File: config.mk
export PLATFORM = sky130hd
export DESIGN_NAME = dp_data_memory
export DESIGN_NICKNAME = d
export VERILOG_FILES = /design/src/rtl/dp_mem_pkg.sv /design/src/rtl/dp_mem_clear_seq.sv /design/src/rtl/dp_data_memory.sv
export SDC_FILE = /design/constraint.sdc
export NUM_CORES = 1
export LEC_CHECK = 0
export CAP_MARGIN = 20
export CORE_MARGIN = 2
export CORE_UTILIZATION = 30
export CTS_CLUSTER_SIZE = 14
export DETAILED_ROUTE_END_ITERATION = 12
export GPL_ROUTABILITY_DRIVEN = 1
export RECOVER_POWER = 25
export REMOVE_ABC_BUFFERS = 1
export SETUP_SLACK_MARGIN = 0.05
export SLEW_MARGIN = 15
export SYNTH_ARGS = -nofsm -noshare
export SYNTH_HDL_FRONTEND = slang
export SYNTH_SLANG_ARGS = --single-unit
File: constraint.sdc
create_clock -name clk -period 9.61 [get_ports clk]
set_input_delay 1.922 -clock clk [delete_from_list [all_inputs] [get_ports clk]]
set_output_delay 1.922 -clock clk [all_outputs]
set_load 0.02 [all_outputs]
File: src/rtl/dp_mem_pkg.sv
`default_nettype none
// ============================================================================
// Module      : dp_mem_pkg
// Description : Shared types and default sizes for the dual-port data memory.
//               Holds the clear-sequencer state type and the default widths.
// Revision    : 1.0 - initial release
// ============================================================================
package dp_mem_pkg;

    localparam int DATA_W_DEF = 16;
    localparam int ADDR_W_DEF = 5;

    // CLEAR sweeps the array to zero, READY accepts accesses.
    typedef enum logic [0:0] {
        CLEAR = 1'b0,
        READY = 1'b1
    } mem_state_t;

endpackage
`default_nettype wire

File: src/rtl/dp_mem_clear_seq.sv
`default_nettype none
// ============================================================================
// Module      : dp_mem_clear_seq
// Description : Clear sequencer for dp_data_memory. Sweeps every address once
//               after reset or on clr_req and holds off accesses meanwhile.
//               Build option DP_MEM_CLEAR_EN enables the sweep; without it the
//               block only produces a ready flag one edge after reset.
// Revision    : 1.0 - initial release
// ============================================================================
module dp_mem_clear_seq
    import dp_mem_pkg::*;
#(
    parameter int ADDR_W = ADDR_W_DEF
) (
    input  logic              clk,
    input  logic              rst_n,
    input  logic              clr_req,
    output logic              clr_active,
    output logic [ADDR_W-1:0] clr_addr,
    output logic              ready
);

`ifdef DP_MEM_CLEAR_EN

    localparam logic [ADDR_W-1:0] c_last_addr = '1;

    mem_state_t        r_state;
    mem_state_t        w_state_nxt;
    logic [ADDR_W-1:0] r_clr_cnt;
    logic [ADDR_W-1:0] w_clr_cnt_nxt;

    // State and sweep counter registers; reset restarts the sweep at address 0.
    always_ff @(posedge clk) begin
        if (!rst_n) begin
            r_state   <= CLEAR;
            r_clr_cnt <= '0;
        end else begin
            r_state   <= w_state_nxt;
            r_clr_cnt <= w_clr_cnt_nxt;
        end
    end

    // Sweep one address per edge; leave CLEAR on the edge that writes the last word.
    always_comb begin
        w_state_nxt   = r_state;
        w_clr_cnt_nxt = r_clr_cnt;
        case (r_state)
            CLEAR: begin
                // Counter wraps naturally back to 0 on the last address.
                w_clr_cnt_nxt = r_clr_cnt + 1'b1;
                if (r_clr_cnt == c_last_addr) begin
                    w_state_nxt = READY;
                end
            end
            READY: begin
                if (clr_req) begin
                    w_state_nxt   = CLEAR;
                    w_clr_cnt_nxt = '0;
                end
            end
            default: begin
                w_state_nxt   = CLEAR;
                w_clr_cnt_nxt = '0;
            end
        endcase
    end

    assign clr_active = (r_state == CLEAR);
    assign clr_addr   = r_clr_cnt;
    assign ready      = (r_state == READY);

`else

    logic r_ready;
    logic w_unused_clr_req;

    // Without the sweep, ready simply follows the first edge out of reset.
    always_ff @(posedge clk) begin
        if (!rst_n) begin
            r_ready <= 1'b0;
        end else begin
            r_ready <= 1'b1;
        end
    end

    assign w_unused_clr_req = clr_req;
    assign clr_active       = 1'b0;
    assign clr_addr         = '0;
    assign ready            = r_ready;

`endif

endmodule
`default_nettype wire

File: src/rtl/dp_data_memory.sv
`default_nettype none
// ============================================================================
// Module      : dp_data_memory
// Description : Dual-port data memory. Port A is read/write (write-first on
//               its own address), port B is read-only (read-first against a
//               same-cycle port A write). Both ports have one-cycle registered
//               reads with valid pulses. Build option DP_MEM_CLEAR_EN adds a
//               clear sweep after reset and on clr_req.
// Revision    : 1.0 - initial release
// ============================================================================
module dp_data_memory
    import dp_mem_pkg::*;
#(
    parameter int DATA_W = DATA_W_DEF,
    parameter int ADDR_W = ADDR_W_DEF
) (
    input  logic              clk,
    input  logic              rst_n,
    output logic              ready,
    input  logic              clr_req,
    input  logic [ADDR_W-1:0] a_addr,
    input  logic [DATA_W-1:0] a_wdata,
    input  logic              a_we,
    input  logic              a_re,
    output logic [DATA_W-1:0] a_rdata,
    output logic              a_rvalid,
    input  logic [ADDR_W-1:0] b_addr,
    input  logic              b_re,
    output logic [DATA_W-1:0] b_rdata,
    output logic              b_rvalid
);

    localparam int DEPTH = 2 ** ADDR_W;

    logic              w_clr_active;
    logic [ADDR_W-1:0] w_clr_addr;
    logic              w_ready;

    logic              w_wr_en;
    logic [ADDR_W-1:0] w_wr_addr;
    logic [DATA_W-1:0] w_wr_data;
    logic              w_a_rd;
    logic              w_b_rd;

    logic [DATA_W-1:0] r_mem [DEPTH];
    logic [DATA_W-1:0] r_a_rdata;
    logic              r_a_rvalid;
    logic [DATA_W-1:0] r_b_rdata;
    logic              r_b_rvalid;

    dp_mem_clear_seq #(
        .ADDR_W (ADDR_W)
    ) u_clear_seq (
        .clk        (clk),
        .rst_n      (rst_n),
        .clr_req    (clr_req),
        .clr_active (w_clr_active),
        .clr_addr   (w_clr_addr),
        .ready      (w_ready)
    );

    // The sweep owns the write port while active; reset itself never writes.
    assign w_wr_en   = rst_n & (w_clr_active | (w_ready & a_we));
    assign w_wr_addr = w_clr_active ? w_clr_addr : a_addr;
    assign w_wr_data = w_clr_active ? '0 : a_wdata;
    assign w_a_rd    = w_ready & a_re;
    assign w_b_rd    = w_ready & b_re;

    // Storage array, single write port shared by the sweep and port A.
    always_ff @(posedge clk) begin
        if (w_wr_en) begin
            r_mem[w_wr_addr] <= w_wr_data;
        end
    end

    // Port A read register; a same-cycle write forwards the new data.
    always_ff @(posedge clk) begin
        if (!rst_n) begin
            r_a_rdata  <= '0;
            r_a_rvalid <= 1'b0;
        end else begin
            r_a_rvalid <= w_a_rd;
            if (w_a_rd) begin
                r_a_rdata <= a_we ? a_wdata : r_mem[a_addr];
            end
        end
    end

    // Port B read register; sees the array before any same-cycle port A write.
    always_ff @(posedge clk) begin
        if (!rst_n) begin
            r_b_rdata  <= '0;
            r_b_rvalid <= 1'b0;
        end else begin
            r_b_rvalid <= w_b_rd;
            if (w_b_rd) begin
                r_b_rdata <= r_mem[b_addr];
            end
        end
    end

    assign ready    = w_ready;
    assign a_rdata  = r_a_rdata;
    assign a_rvalid = r_a_rvalid;
    assign b_rdata  = r_b_rdata;
    assign b_rvalid = r_b_rvalid;

endmodule
`default_nettype wire

### Word-level counts from Yosys, hierarchy flattened

Memories as Yosys holds them, arrays and structs flattened. A register that Yosys moved wholly into a read port is not among the register bits.
Index checks and enable logic that the tools add are counted.

* bits in registers: 3
* memory bits (writable): 512
* output and inout bits: 35
* word-level logic and storage cells: 13
* memories kept: 1

* muxes and demuxes: 3
* bitwise gates (word level): 4
* reduce and logical (&&, ||, !) cells: 2

Memories
* r_mem: words 32, bits a word 16, read ports 2, clocked after memory_dff 2, wr ports 1, RTL line dp_data_memory.sv:45 `logic [DATA_W-1:0] r_mem [DEPTH];`

Operators by type and width (number)
* AND 1 bit: 4
* 2-to-1 mux 1 bit: 3
* zero test 1 bit: 2

### Depth between registers and ports, before layout

* depth after elaboration: 4
* depth in mapped cells: 9
* mapped depth without buffers: 5

### Cells and area by module

A second synthesis with hierarchy kept.

* cells, all modules: 1413
* area, all modules: 25285.5 µm²

Modules (own cells, without submodules)
* dp_data_memory: instances 1, cells an instance 1405, area each 25216.7 µm², sequential area each 16055.4 µm²
* dp_mem_clear_seq: instances 1, cells an instance 8, area each 68.8 µm², sequential area each 20.0 µm²

### Least setup slack after synthesis

No wires, ideal clock.

* kind: input -> register
* from: in a_addr[0]
* to: mem r_mem[4][0] (netlist bit) (enable)
* arrival time: 4.141 ns
* required time: 9.201 ns
* setup slack: 5.060 ns
* stages on the path: 6
* buffers on the path: 4
* cell sequence: buf_2 buf_6 buf_2 or3_1 clkbuf_1 nor3_1

RTL lines
* from (decl): RTL line dp_data_memory.sv:21 `input logic [ADDR_W-1:0] a_addr,`
* to (decl): RTL line dp_data_memory.sv:45

No word-level cell before the write port.

### Worst setup path after layout

* from: in rst_n
* to: mem r_mem[5][15] (netlist bit) (enable)

* word-level cells in the longest chain between the ends: 3

Ends and longest elaborated chain
* from (decl): RTL line dp_data_memory.sv:18 `input logic rst_n,`
* AND 1 bit: RTL line dp_data_memory.sv:63 `assign w_wr_en = rst_n & (w_clr_active | (w_ready & a_we));`
* 2-to-1 mux 1 bit: RTL line dp_data_memory.sv:71 `if (w_wr_en) begin`
* 2-to-1 mux 1 bit (not written as such): RTL line dp_data_memory.sv:72 `r_mem[w_wr_addr] <= w_wr_data;`

No other way between the ends.

==> metrics.csv <==
metric,value,unit
Resized Gates After CTS,0,
type of the tightest min-delay check,flop to flop,
# port buffers,65,
multiplexer area fraction after synthesis,25.2,%
area share of the largest cell type after synthesis,61.2,%
Syn Inst Count,1401,
Root Driver,clkbuf_16,
Worst EP arrival,5150,ps
Max VDD drop,0.117,mV
Total Routing Usage GR,15.8,%
Clock Skew,21.3,ps
Placer Congestion,0.808,
Post-Syn Area,25100,µm²
synth warn,0,
post-CTS setup buffer count,0,
first-pass GRT wire length,100,mm
Synth cell types,40,
clock power share,42.9,%
R2R Path Start,u_clear_seq.ready,
leak pwr,0.00922,µW
"Core Util, Final",34.9,%
Vias/cell,5.48,
Core ar.,83300,µm²
Hold Crit Depth,2,
Die Ht,293,µm
Worst Max-Slew Pin Slew,1520,ps
Critical Path Fanout Max,20,
Sw Share,21.7,%
Worst R2R Path Depth,4,
DR vias,14200,
CTS Hold Bufs,0,
XOR/XNOR Fraction of Synth Area,0,%
sequential cell area,16100,µm²
Synth Area in Simple Gates,5.06,%
Syn-to-layout area delta,15.5,%
P_int,4150,µW
Comb power frac,7.4,%
Routed Antenna Nets,0,
sequential power share,49.7,%
Clock Path Buffers,3,
async set-reset flop share out of synthesis,0,%
DRT Pass-1 Iters,7,
area occupied by multi-input gates,8650,µm²
pwr dens,182,nW/µm²
TritonCTS Buffers,54,
Ports,67,
Final Cycle Share,50.6,%
"area leader, netlist",edfxtp_1,
FILL cells,7845,
"CTS clk-pin slew, worst paths",60,ps
Routed WL per cell,26.4,µm
starting DRC count in detailed routing,1375,
fraction of the mapped netlist area in adder cells,0,%
nature of the critical path endpoint,flop,
Hold EP,a_rdata[1],
Die Width,293,µm
final period demand of the worst path,4860,ps
Max Slew Vio Count,34,
H-tree depth,2,
total gr overflow,0,
Worst setup SP type,primary input,
Routed WL,68.5,mm
Worst R2R Setup Slack,6650,ps
# clock sinks,547,
endpoints failing setup,0,
FMAX,0.206,GHz
hold_sp,a_rdata[1],
max-cap violations,2,
Fin Setup TNS,0,ps
Rel. slew slack,-1.62,%
CTS tree,built,
Synth Area in Compound Gates,3.71,%
RSZ-0062 raised after global routing,no,
initial antenna violation count,3,
Initial Utilization,30.2,%
register area share after synthesis,63.9,%
DRC Markers,0,
Area contributors post-synth,"edfxtp_1, mux4_2, mux2i_1, dfxtp_1, nor2_1",
"most common cell after layout, fill and taps aside",edfxtp_1,
"Avg Cell Area, Syn",17.9,µm²
ys flop type,edfxtp_1,
outcome,finished with violations,
pin count of the biggest net entering global routing,72,
largest family of logic cells by synthesized area,multiplexers,
die area,86100,µm²
Cell Rows,106,
failing checks,"capacitance limit, slew limit",
"commonest cells after routing, fill and taps aside","edfxtp_1, mux4_2, mux2i_1",
Antenna Diode Count,0,
Critical R2R Capture,r_mem[5][15],
P_sw,1150,µW
final hold violation count,0,
"FF+latch count, synth",547,
crit path kind,primary input to flop,
HPWL after DPL,43.0,mm
worst skew pair latency,610,ps
Final nets,1501,
CP required,9900,ps
layout cells sized above 1,27.3,%
"Power, Total",5290,µW
vias in the first global route,14900,
number of synthesized flops with an enable pin,512,
==> synth_stat cells (2+ instances only) <==
cell	count
a22oi_1	12
dfxtp_1	35
nand2b_1	10
buf_2	41
nand3b_1	14
edfxtp_1	512
buf_4	13
a22o_1	18
nor2_1	76
or3_1	11
and3_1	10
a211oi_1	16
o21ai_0	9
nor4_1	16
o22ai_1	27
clkbuf_1	41
nand2_1	30
and2_1	3
mux2_2	23
o221ai_1	16
nor3_1	26
buf_1	14
mux2i_1	133
nand3_1	19
mux4_2	211
nor2b_1	20
a21oi_1	15
or2_2	2
o211ai_1	15
nand4bb_1	3
==> power groups by stage <==
stage                     registers [µW]  clock network, µW  logic, µW
after global placement              2680                  0        391
final                               2630               2270        391
after global routing                2630               2400        417
after floorplan                     2690                  0        173
after detailed placement            2680                  0        396
after CTS                           2630               2310        398
==> worst max-delay path, stage by stage <==
cell and delay (ps):
clkbuf_1 980, and3_1 490, nand3b_1 520, nor3_2 800
buf_4 400
==> area by class of cell <==
type | count | share of cell area, %
Sequential cell | 547 | 55.3
Multi-Input combinational cell | 744 | 29.8
Timing Repair Buffer | 122 | 3.61
Clock buffer | 75 | 5.45
Clock inverter | 27 | 1.15
Tap cell | 1080 | 4.65
==> flip-flops by register name, indices dropped and copies added, names as in the netlist <==
| register | flops |
|---|---|
| a_rdata | 16 |
| a_rvalid | 1 |
| b_rdata | 16 |
| b_rvalid | 1 |
| r_mem | 512 |
| u_clear_seq.ready | 1 |
==> worst max-delay path by stage <==
stage               slack, ps  cells past startpoint            to  startpoint
floorplan                5560                      3   r_mem[4][0]       rst_n
global placement         4310                      4  r_mem[27][8]   a_addr[1]
detailed placement       4240                      4  r_mem[27][8]   a_addr[1]
CTS                      4880                      4  r_mem[27][0]   a_addr[1]
global route             4600                      5  r_mem[13][8]       rst_n
finish                   4750                      5  r_mem[5][15]       rst_n
==> through the flow <==
stage,std cells,area (µm²),hold slack (ps),setup WS (ps)
3_3_place_gp,2487,27100,473,4310
5_1_grt,2595,29000,506,4600
3_5_place_dp,2490,27100,464,4240
6_report,2595,29000,483,4750
2_1_floorplan,1291,24600,543,5560
4_1_cts,2592,29000,481,4880
==> logic make-up (layout without fill, tap and decap cells) <==
group	after synthesis	count (layout)
simple gates	246	246
compound gates	131	131
buf+inv	110	224
mux	367	367
flops	547	547
==> layer usage <==
| layer | share of wire, % | global-route usage (%) |
|---|---|---|
| met5 | 0.022 | 0 |
| met4 | 2.3 | 4.29 |
| met2 | 48 | 25.8 |
| met3 | 7.5 | 2.87 |
| met1 | 42 | 21.7 |
Note: power is estimated with default switching activity, not from simulation.
